## config.mk

```make
export PLATFORM = sky130hd
export DESIGN_NAME = uart_rx_fifo
export DESIGN_NICKNAME = d
export VERILOG_FILES = /design/src/rtl/uart_rx_fifo.sv
export SDC_FILE = /design/constraint.sdc
export NUM_CORES = 1
export LEC_CHECK = 0
export BUFFER_PORTS_ARGS = -buffer_cell sky130_fd_sc_hd__buf_2
export CAP_MARGIN = 15
export CORE_ASPECT_RATIO = 2
export CORE_MARGIN = 2
export CORE_UTILIZATION = 55
export CTS_CLUSTER_DIAMETER = 200
export DETAILED_ROUTE_END_ITERATION = 6
export PLACE_DENSITY_LB_ADDON = 0.05
export SYNTH_ARGS = -nofsm -noshare
export SYNTH_HDL_FRONTEND = slang
export SYNTH_SLANG_ARGS = --single-unit
export TNS_END_PERCENT = 5
```

## constraint.sdc

```tcl
create_clock -name I_clk -period 3.22 [get_ports I_clk]
set_input_delay 0.161 -clock I_clk [delete_from_list [all_inputs] [get_ports I_clk]]
set_output_delay 0.161 -clock I_clk [all_outputs]
set_load 0.02 [all_outputs]
```

## src/rtl/uart_rx_fifo.sv

```systemverilog
// Receive-side byte FIFO behind the UART receiver: edge-detected capture,
// first-word-fall-through read port, occupancy status, level IRQ and sticky overflow.
module uart_rx_fifo #(
  parameter int unsigned DEPTH     = 16,
  parameter int unsigned ADDR_W    = 4,
  parameter int unsigned IRQ_LEVEL = 1
) (
  input  logic              I_clk,
  input  logic              I_reset_n,
  input  logic              I_rx_valid,
  input  logic [7:0]        I_rx_data,
  input  logic              I_read,
  input  logic              I_flush,
  input  logic              I_clear_overflow,
  output logic [7:0]        O_data,
  output logic              O_empty,
  output logic              O_full,
  output logic [ADDR_W:0]   O_count,
  output logic              O_overflow,
  output logic              O_irq
);

  localparam int unsigned CNT_W = ADDR_W + 1;
  localparam logic [CNT_W-1:0] FULL_CNT = CNT_W'(DEPTH);
  localparam logic [CNT_W-1:0] IRQ_CNT  = CNT_W'(IRQ_LEVEL);

  logic [7:0]        mem [DEPTH];
  logic [ADDR_W-1:0] wr_ptr;
  logic [ADDR_W-1:0] rd_ptr;
  logic [CNT_W-1:0]  count;
  logic              rx_valid_q;
  logic              overflow;

  logic wr_event_c;
  logic rd_ok_c;
  logic wr_ok_c;
  logic ovf_set_c;

  // A held-high valid writes once; a flush discards whatever else happens this cycle.
  always_comb begin
    wr_event_c = I_rx_valid & ~rx_valid_q;
    rd_ok_c    = I_read & (count != '0) & ~I_flush;
    wr_ok_c    = wr_event_c & ~I_flush & ((count != FULL_CNT) | rd_ok_c);
    ovf_set_c  = wr_event_c & ~I_flush & ~wr_ok_c;
  end

  always_ff @(posedge I_clk or negedge I_reset_n) begin
    if (!I_reset_n) begin
      wr_ptr     <= '0;
      rd_ptr     <= '0;
      count      <= '0;
      rx_valid_q <= 1'b0;
      overflow   <= 1'b0;
    end else begin
      rx_valid_q <= I_rx_valid;
      if (I_flush) begin
        wr_ptr <= '0;
        rd_ptr <= '0;
        count  <= '0;
      end else begin
        if (wr_ok_c) wr_ptr <= wr_ptr + ADDR_W'(1);
        if (rd_ok_c) rd_ptr <= rd_ptr + ADDR_W'(1);
        case ({wr_ok_c, rd_ok_c})
          2'b10:   count <= count + CNT_W'(1);
          2'b01:   count <= count - CNT_W'(1);
          default: count <= count;
        endcase
      end
      // Set beats clear when both land in the same cycle.
      if (ovf_set_c)             overflow <= 1'b1;
      else if (I_clear_overflow) overflow <= 1'b0;
    end
  end

  // Storage is deliberately not reset.
  always_ff @(posedge I_clk) begin
    if (wr_ok_c) mem[wr_ptr] <= I_rx_data;
  end

  assign O_data     = mem[rd_ptr];
  assign O_count    = count;
  assign O_empty    = (count == '0);
  assign O_full     = (count == FULL_CNT);
  assign O_irq      = (count >= IRQ_CNT);
  assign O_overflow = overflow;

endmodule
```

==> impl_results.md <==
- Routed length per instance: 24.5 µm
- Yosys reg bits: 143
- Mapped cell area: 6110 µm²
- Rel. slew slack: 34.6%
- Synthesized net count: 340
- Final Skew: 0.0111 ns
- Sequential Power Share: 40.7%
- Syn Inst Count: 317
- Initial antenna violation count: 0
- Endpoints failing setup: 0
- Nets: 380
- Synth warn: 0
- GRT Total Usage: 22.9%
- Share of the synthesized area in the top cell type: 62.9%
- Crit end category: primary output
- Total CTS buffers: 17
- Root Buffer: clkbuf_16
- Buffers on Ports: 30
- Total chip power: 5.30 mW
- Fillers: 724
- Area of the core: 10900 µm²
- DR vias: 3042
- Clock power frac: 41.2%
- RSZ-0062 raised after global routing: no
- Highest clock rate: 354 MHz
- Net Sw Frac: 25.0%
- Clk pin slew, worst setup/hold paths: 0.06 ns
- Htree depth: 4
- TritonCTS clock tree: done
- Worst EP arrival: 2.66 ns
- Post-synth EDFFs: 128
- Worst skew pair latency: 0.41 ns
- Syn_area_per_cell: 19.3 µm²
- # diodes: 0
- I/O pins: 31
- Crit Path Max Fanout: 15
- Die area: 12000 µm²
- WL final: 12500 µm
- Post-route setup TNS: 0 ns
- Final worst path period share: 87.7%
- Commonest non-fill, non-tap cell in the layout: edfxtp_1
- Initial core utilization: 56.2%
- Sequential area share after synthesis: 69.1%
- Outcome: complete, no violations
- Longest Clk Path Bufs: 2
- Pint: 3.98 mW
- Cts repair resizes: 0
- Vias in the first global route: 3232
- Library cells used by synthesis: 45
- Synth Flop Type: edfxtp_1
- Slew Viols, Final: 0
- 1st-iter DRT viols: 208
- Total gr overflow: 0
- # DRC: 0
- Die H: 153 µm
- Worst Max-Slew Pin Slew: 0.977 ns
- Worst Setup Start Kind: flop
- Synth area leader: edfxtp_1
- Max_cap viols: 0
- Cell area power density: 748 nW/µm²
- Worst Hold Class: in -> reg
- Async SR Flop Fraction: 10.5%
- Post-DRT Antenna Nets: 0
- WP data required: 3.06 ns
- Critical path type: reg -> out
- DR pass1 iterations: 5
- Most frequent cells in the layout: edfxtp_1, buf_2, mux4_1, mux4_2, clkbuf_16
- First-pass GRT wire length: 19200 µm
- Largest net degree at the start of global routing: 34
- Comb power frac: 18.1%
- Post-DR vias/cell: 5.96
- Final hold viol count: 0
- Clock Sinks: 143
- Layout cell share with drive strength beyond 1: 27.0%
- Die width: 78.5 µm
- Synth top area cells: edfxtp_1, mux4_1, mux4_2
- Final min period: 2.82 ns
- Post-DP HPWL: 8790 µm
- Maximum VDD drop: 0.641 mV
- P_sw: 1.32 mW
- Floorplan row count: 54
- Leakage power: 2.41 nW
- GP Congestion: 0.788
- Area growth syn-to-layout: 16.1%
==> power groups by stage <==
stage               registers (mW)  logic [mW]  clock network (mW)
global route                  2.17        1.04                2.30
CTS                           2.16       0.969                2.22
detailed placement            2.20       0.965                   0
floorplan                     2.16       0.752                   0
global placement              2.19       0.962                   0
finish                        2.16       0.957                2.19
==> stage by stage <==
stage                     instance area (µm²)  setup WS (ns)  cells  util (%)  hold WS (ns)
after global routing                     7090          0.298    510      65.2        0.0138
final                                    7090          0.396    510      65.2        0.0359
after global placement                   6390          0.765    476      58.8        0.0980
after detailed placement                 6390          0.681    476      58.8        0.0995
after CTS                                7090          0.372    510      65.2        0.0194
after floorplan                          6110          0.743    317         -        -0.135
==> synthesized netlist by cell type (4+ instances only) <==
library cell / n
edfxtp_1: 128
mux4_1: 21
mux4_2: 19
dfrtp_1: 15
nor2_1: 13
inv_1: 11
ha_1: 9
nand3_1: 9
and2_1: 8
nor3_1: 8
nand2_1: 7
clkbuf_1: 6
nor4_1: 5
xnor2_1: 5
a21oi_1: 4
nor3b_1: 4
==> routing by layer <==
layer  GRT usage, %  up-vias  share of wire [%]  routed length [µm]
li1               -     1382                  -                   -
met5              0        -                  0                   0
met3           4.72       23                3.4                 420
met2           42.8       87                 61                7570
met1           24.0     1550                 33                4170
met4           10.3        0                2.6                 331
==> layout make-up <==
cell class / count / area, µm² / share of cell area [%]
Clock buffer: 18 / 439 / 6.19
Clock inverter: 14 / 238 / 3.35
Inverter: 12 / 50.0 / 0.706
Multi-Input combinational cell: 143 / 1730 / 24.3
Sequential cell: 143 / 4220 / 59.5
Tap cell: 140 / 175 / 2.47
Timing Repair Buffer: 40 / 243 / 3.42
==> path summary, 6_finish.rpt <==
path                             startpoint         end  slack [ns]  depth (start not counted)
hold / removal             I_clear_overflow  O_overflow        0.04                          2
min in group asynchronous         I_reset_n   rd_ptr[2]        0.19                          2
max in group asynchronous         I_reset_n   rd_ptr[0]        2.74                          2
setup reg to reg                 O_count[0]   mem[7][1]        0.65                          6
setup / recovery                  rd_ptr[0]   O_data[4]        0.40                          4
hold reg to reg                   rd_ptr[1]   rd_ptr[1]        0.57                          2
==> registers in the layout, summed over array words and instances (netlist names) <==
signal and flops:
O_overflow 1, rx_valid_q 1, mem 128, wr_ptr 4
O_count 5, rd_ptr 4
==> kinds of logic (layout without fill, tap and decap cells) <==
family	after synthesis	after routing	share of synthesized area, %
compound gates	20	20	2.64
mux	42	42	16.4
flops	143	143	69.1
fa+ha+maj	9	9	1.84
xor+xnor	7	7	1.00
simple gates	65	65	5.98
buf+inv	31	84	3.07
==> timing repair <==
| action | in CTS | in global routing |
|---|---|---|
| hold buffers | 2 | 0 |
| endpoints found under the hold margin | 16 | 0 |
| buffers inserted | 0 | 0 |
==> worst max-delay path, stage by stage, from the launching register on <==
cell     delay [ns]
dfrtp_2        0.67
buf_4          0.29
mux4_1         0.65
mux4_2         0.47
buf_2          0.17
No activity file was read; power rests on OpenSTA's default activity.
